### config.mk
export PLATFORM = sky130hd
export DESIGN_NAME = channel_ram_reader
export DESIGN_NICKNAME = d
export VERILOG_FILES = /design/src/rtl/channel_ram_reader.sv
export SDC_FILE = /design/constraint.sdc
export NUM_CORES = 1
export LEC_CHECK = 0
export CAP_MARGIN = 20
export CORE_UTILIZATION = 45
export CTS_BUF_LIST = sky130_fd_sc_hd__clkbuf_16
export DETAILED_ROUTE_END_ITERATION = 10
export PLACE_DENSITY = 0.81
export SYNTH_ARGS = -nofsm -noshare
export SYNTH_HDL_FRONTEND = slang
export SYNTH_SLANG_ARGS = --single-unit
### constraint.sdc
create_clock -name clk -period 2.4 [get_ports clk]
set_input_delay 0.24 -clock clk [delete_from_list [all_inputs] [get_ports clk]]
set_output_delay 0.24 -clock clk [all_outputs]
set_load 0.01 [all_outputs]
### src/rtl/channel_ram_reader.sv
// Frame reader for the dual-port channel-sample RAM: issues even/odd address pairs,
// realigns read data with valid strobes and steps a wrapping frame base pointer.
module channel_ram_reader #(
    parameter int unsigned CodeLen       = 256,
    parameter int unsigned RAM_Depth     = 4096,
    parameter int unsigned RAM_Addr_bits = 12,
    parameter int unsigned RAM_Latency   = 1,
    parameter int unsigned Data_Width    = 15
) (
    input  logic                     clk,
    input  logic                     rst,
    input  logic                     demodulation_read_RAM,
    output logic                     RAM_read_receive,
    output logic                     ena,
    output logic [RAM_Addr_bits-1:0] addra,
    output logic                     enb,
    output logic [RAM_Addr_bits-1:0] addrb,
    input  logic [Data_Width-1:0]    ram_douta,
    input  logic [Data_Width-1:0]    ram_doutb,
    output logic                     demodulation_valid_a,
    output logic                     demodulation_valid_b,
    output logic [Data_Width-1:0]    douta,
    output logic [Data_Width-1:0]    doutb,
    output logic [15:0]              frame_count
);

    localparam int unsigned Pairs = CodeLen / 2;
    localparam int unsigned CntW  = $clog2(Pairs + 1);

    typedef enum logic [1:0] {
        IDLE  = 2'd0,
        ISSUE = 2'd1,
        DRAIN = 2'd2
    } state_t;

    state_t                   state_q, state_d;
    logic [RAM_Addr_bits-1:0] base_q, base_d;
    logic [CntW-1:0]          pair_q, pair_d;
    logic                     ack_q, ack_d;
    logic                     en_q, en_d;
    logic [RAM_Addr_bits-1:0] addra_q, addra_d;
    logic [RAM_Addr_bits-1:0] addrb_q, addrb_d;
    logic [RAM_Latency-1:0]   vpipe_q, vpipe_d;
    logic                     valid_q, valid_d;
    logic [Data_Width-1:0]    douta_q, douta_d;
    logic [Data_Width-1:0]    doutb_q, doutb_d;
    logic [15:0]              fcount_q, fcount_d;
    logic [RAM_Addr_bits-1:0] offs;

    // Next-state, address generation and read-data realignment
    always_comb begin
        state_d  = state_q;
        base_d   = base_q;
        pair_d   = pair_q;
        ack_d    = 1'b0;
        en_d     = 1'b0;
        addra_d  = addra_q;
        addrb_d  = addrb_q;
        fcount_d = fcount_q;
        offs     = RAM_Addr_bits'({pair_q, 1'b0});

        // vpipe_q[i] carries the enable delayed by i+1 cycles; the top tap marks
        // the cycle in which the RAM data for that enable is present.
        vpipe_d = RAM_Latency'({vpipe_q, en_q});
        valid_d = vpipe_q[RAM_Latency-1];
        douta_d = vpipe_q[RAM_Latency-1] ? ram_douta : douta_q;
        doutb_d = vpipe_q[RAM_Latency-1] ? ram_doutb : doutb_q;

        case (state_q)
            IDLE: begin
                if (demodulation_read_RAM) begin
                    ack_d   = 1'b1;
                    en_d    = 1'b1;
                    addra_d = base_q;
                    addrb_d = base_q + RAM_Addr_bits'(1);
                    pair_d  = CntW'(1);
                    state_d = ISSUE;
                end
            end
            ISSUE: begin
                if (pair_q == CntW'(Pairs)) begin
                    pair_d  = '0;
                    state_d = DRAIN;
                end else begin
                    en_d    = 1'b1;
                    addra_d = base_q + offs;
                    addrb_d = base_q + offs + RAM_Addr_bits'(1);
                    pair_d  = pair_q + CntW'(1);
                end
            end
            DRAIN: begin
                // Leave only once the final strobe has already been presented
                if ((vpipe_q == '0) && !valid_q) begin
                    base_d   = RAM_Addr_bits'((32'(base_q) + CodeLen) % RAM_Depth);
                    fcount_d = fcount_q + 16'd1;
                    state_d  = IDLE;
                end
            end
            default: state_d = IDLE;
        endcase
    end

    always_ff @(posedge clk) begin
        if (rst) begin
            state_q  <= IDLE;
            base_q   <= '0;
            pair_q   <= '0;
            ack_q    <= 1'b0;
            en_q     <= 1'b0;
            addra_q  <= '0;
            addrb_q  <= '0;
            vpipe_q  <= '0;
            valid_q  <= 1'b0;
            douta_q  <= '0;
            doutb_q  <= '0;
            fcount_q <= '0;
        end else begin
            state_q  <= state_d;
            base_q   <= base_d;
            pair_q   <= pair_d;
            ack_q    <= ack_d;
            en_q     <= en_d;
            addra_q  <= addra_d;
            addrb_q  <= addrb_d;
            vpipe_q  <= vpipe_d;
            valid_q  <= valid_d;
            douta_q  <= douta_d;
            doutb_q  <= doutb_d;
            fcount_q <= fcount_d;
        end
    end

    assign RAM_read_receive     = ack_q;
    assign ena                  = en_q;
    assign enb                  = en_q;
    assign addra                = addra_q;
    assign addrb                = addrb_q;
    assign demodulation_valid_a = valid_q;
    assign demodulation_valid_b = valid_q;
    assign douta                = douta_q;
    assign doutb                = doutb_q;
    assign frame_count          = fcount_q;

endmodule
* After elaboration in Yosys (flattened, before gate mapping)
Cells that the tools add are included.
Storage, ports and cells: input bits 33, register bits 96, logic and storage cells 52
Cells by class: bitwise logic cells 2, muxes and demuxes 16, add/subtract/negate cells 6, eq/ne operators 7, reduce and logical (&&, ||, !) cells 9
Operator list (count):
- 12-bit two-way mux | 4
- 12-bit case mux with 2 select lines | 2
- 12-bit by 1-bit adder with 12-bit output, second input constant | 2
- 16-bit by 1-bit adder with 16-bit output, second input constant | 1
- 8-bit two-way mux | 2
- 8-bit case mux with 2 select lines | 1
- 12-bit by 9-bit adder with 12-bit output | 1
- 12-bit by 9-bit adder with 12-bit output, second input constant | 1
- 8-bit by 1-bit adder with 8-bit output, second input constant | 1
- 8-bit == test, second input constant | 1
- 2-bit != test, second input constant | 4
- 2-bit two-way mux | 3
- 2-bit case mux with 3 select lines | 1
- 3-bit AND reduction | 2
- 2-bit AND reduction | 2
- 2-bit by 1-bit == test with 1-bit output, second input constant | 1
- 2-bit == test, second input constant | 1
- 2-bit logical NOT | 1
- 1-bit two-way mux | 2
- 1-bit NOT | 2
- 1-bit case mux with 2 select lines | 1
- 2-bit nonzero test | 1
- 2-bit OR reduction | 1
- 1-bit logical AND | 1
- 1-bit logical NOT | 1

* Longest topological paths before layout
depth after elaboration 4, mapped depth 7

* Worst setup path after synthesis
No wires, ideal clock.
path kind reg-to-reg, start reg state_q[0], end reg fcount_q[12] (netlist: frame_count[12]), cell stages (with the launch flop) 7, clock period less this slack 1875 ps, setup time 123 ps, data arrival time 1752 ps, path slack 525 ps, cells stage by stage dfxtp_1 -> buf_6 -> or4b_4 -> or2_1 -> buf_6 -> nor3_2 -> mux2_1
Between the ends: longest elaborated chain between the ends 2
RTL lines:
- start, declared | RTL line 36 | state_t state_q, state_d;
- start signal, assigned | RTL line 118 | state_q <= state_d;
- 2-bit == test | RTL line 69 | case (state_q)
- 2-bit AND reduction (no line)
- end signal, assigned | RTL line 129 | fcount_q <= fcount_d;
- end, declared | RTL line 47 | logic [15:0] fcount_q, fcount_d;
Every way passes these cells. A chain may end at the register's enable or synchronous reset.

* Worst setup path after layout
Ends and elaborated chain as after synthesis.

==> results.md <==
- Status: finished clean
- LEAKAGE: roughly 1.7 nW
- CTS buffer count: 9
- Placed Cells: approximately 500
- Yosys Warn Count: 0
- Antenna-violating nets left: 0
- Hold buffers post-CTS: 0
- Sequential area share after synthesis: between 40% and 50%
- Clk_skew: 0.00498 ns
- Hpwl dp: 4900 um
- Hold Path Cell Cnt: 2
- Drt drc: 0
- Global routing usage on met1: 26.1%
- Resized cells post-CTS: 0
- Setup TNS: 0 ns
- FMAX: 493 MHz
- Hold endpoint: addrb[4]$_SDFFE_PP0P_
- Overall Global Routing Usage: 20.9%
- Finished Layout Cells: 530
- Detailed-route wire length: roughly 7300 um
- Setup Viol. Count Final: 0
- Pre-antenna DRT Iters: 4
- RSZ-0062 raised after global routing: no
- Post-Syn Area: ~0.0032 sq mm
- Critical path's slowest cell: or4b_4
- Largest net degree at the start of global routing: 38
- Final GP Congestion: 0.840
- DIE AREA: about 0.0075 sq mm
- Rows: 30
- Die width: 86.5 um
- Worst slew pin tran: about 0.67 ns
- Routing usage on met2: 35.7%
- FFs w/ async S/R, synth: 0%
- Most frequent cells in the layout: clkdlybuf4s50_1 (105), dfxtp_1 (75), nor2_1 (63)
- Share of layout cells above drive strength 1: 6.45%
- Global-route layer with the greatest usage: met2
- Cells on worst reg2reg path: 4
- Core footprint: 0.00683 sq mm
- Top Ports: 108
- Reg clk slew, reported paths: 0.06 ns
- Starting density of the core: 47.0%
- Port bufs: about 110
- Hold WC Path Type: in -> reg
- Met3 Use GR: 4.67%
- Main synth FF type: dfxtp_1
- Final WS setup: approximately 0.37 ns
- Max FO, Critical Path: 10
- Worst VDD drop: 472 uV
- Vias in the first global route: 2,650
- Worst Min Path Start: rst
- FF+latch count, synth: 76
- Critical path required time: 2.60 ns
- Nets: 468
- Reg2reg start: state_q[0]$_SDFFE_PP0P_
- Area grow syn2layout: 42.2%
- Clk root buf: clkbuf_16
- Vias: 2,695
- Htree depth: 3
- Diodes inserted: 0
- Post-synthesis cell count: 340
- Initial antenna violation count: 0
- EDFF count, synth: 0
- Global-route wire length before repair: 12,400 um
- Crit Path Class: reg -> reg
- Wire per inst: ~14 um
- Clock Latency Late Sink: 0.32 ns
- Max_slew headroom: a little under three fifths
- Critical path cell sequence: or4b_4 > or2_1 > nor3_2 > mux2_1
- Die Y: 86.5 um
- Largest stage delay, worst path: between 0.6 and 0.7 ns
- R2r endpoint: frame_count[12]$_SDFFE_PP0P_
- Clk buf depth: 2
- Synthesized Nets: ~380
- Commonest non-fill, non-tap cell in the layout: clkdlybuf4s50_1
- Crit end category: flop
- Max-cap viol count: 0
- Bufs and invs on worst path: 0
- Setup crit start kind: flop
- CTS tree: done
- Filler cells: 539
- Arr. time, crit path: 2.22 ns
- Reg2Reg Setup Slack: 0.37 ns
- Setup bufs post-CTS: 0
- Design Power: ~3.2 mW
- Slew Viols, Final: 0
- Fin crit share: 84.5%
- Sink Count: 76
- Vias per inst: between 5 and 6
- Netlist cell types: 49
- Post-Place Setup Slack: 0.463 ns
- Iteration-0 DRC Markers: around 120
- Total gr overflow: 0
- Average size of a mapped cell: 9.44 sq um
- Final Hold Fails: 0
- Final min period: 2.03 ns
- CP top delay family: simple AND/OR/NAND/NOR gates
- Min Hold Slack: about 0.36 ns
- Power per cell area: ~690 mW/mm^2
## layout make-up
class | count | area [sq um] | share of cell area, %
Inverter | 3 | 11.3 | 0.247
Tap cell | 96 | 120 | 2.63
Timing Repair Buffer | 111 | 1090 | 24.0
Clock buffer | 9 | 225 | 4.93
Sequential cell | 76 | 1520 | 33.4
Multi-Input combinational cell | 228 | 1490 | 32.5
Clock inverter | 7 | 106 | 2.33
## cell usage after synthesis (all sizes together), types with 3 or more instances
library cell	count	area share, %
xor2	10	2.7
buf	25	5.1
mux2i	30	9.4
nand3	8	1.2
clkbuf	8	0.94
a21oi	8	1.2
nor2	63	7.4
nand4	7	1.4
a22oi	8	1.9
o21ai	5	0.78
nor3	10	1.9
dfxtp	76	47
a211oi	4	0.94
a311oi	3	0.82
xnor2	4	1.1
nand2	19	2.2
inv	3	0.35
ha	6	2.3
nor2b	8	1.6
## how the worst max path moves through the flow
stage | depth (start not counted) | startpoint | slack (ns) | end
CTS | 4 | state_q[0]$_SDFFE_PP0P_ | 0.38 | frame_count[12]$_SDFFE_PP0P_
detailed placement | 4 | state_q[0]$_SDFFE_PP0P_ | 0.46 | frame_count[12]$_SDFFE_PP0P_
global route | 4 | state_q[0]$_SDFFE_PP0P_ | 0.30 | frame_count[12]$_SDFFE_PP0P_
global placement | 4 | state_q[0]$_SDFFE_PP0P_ | 0.52 | frame_count[14]$_SDFFE_PP0P_
floorplan | 6 | state_q[0]$_SDFFE_PP0P_ | 0.52 | frame_count[12]$_SDFFE_PP0P_
finish | 4 | state_q[0]$_SDFFE_PP0P_ | 0.37 | frame_count[12]$_SDFFE_PP0P_
## registers in the layout, indices dropped and copies added, names as in the netlist
register / cells
frame_count: 16
base_q: 4
RAM_read_receive: 1
addrb: 12
doutb: 15
douta: 15
state_q: 2
valid_d: 1
pair_q: 8
ena: 1
demodulation_valid_a: 1
## stage by stage
step	cell area, sq um	utilization, %
2_1_floorplan	3210	-
3_3_place_gp	4230	62.0
3_5_place_dp	4230	62.0
4_1_cts	4560	66.8
5_1_grt	4560	66.8
6_report	4560	66.8
## cell families after synthesis
family	after synthesis	synth area share [%]
simple gates	135	20.8
flops	76	47.4
compound gates	40	9.08
buf+inv	36	6.35
mux	32	10.1
xor+xnor	14	3.82
fa+ha+maj	6	2.34
other cells	1	0.117
## worst register-to-register path: cells and delay by family, from the launching register on
kind          cells  cell delay [ns]
simple gates      3             1.14
flops             1             0.41
mux               1             0.36
## report_power, final
part           switching [mW]  total [mW]  leakage, nW  internal, mW
registers              0.0365        1.34        0.618          1.31
logic                   0.147       0.325        0.897         0.177
clock network           0.491        1.49        0.166          1.00
## metal layers
metal | share of wire [%] | vias to the layer above
li1 | - | 1345
met4 | 1.0 | 0
met1 | 44 | 1268
met3 | 5.3 | 6
met5 | 0 | -
met2 | 50 | 76
No activity file was read; power rests on OpenSTA's default activity.
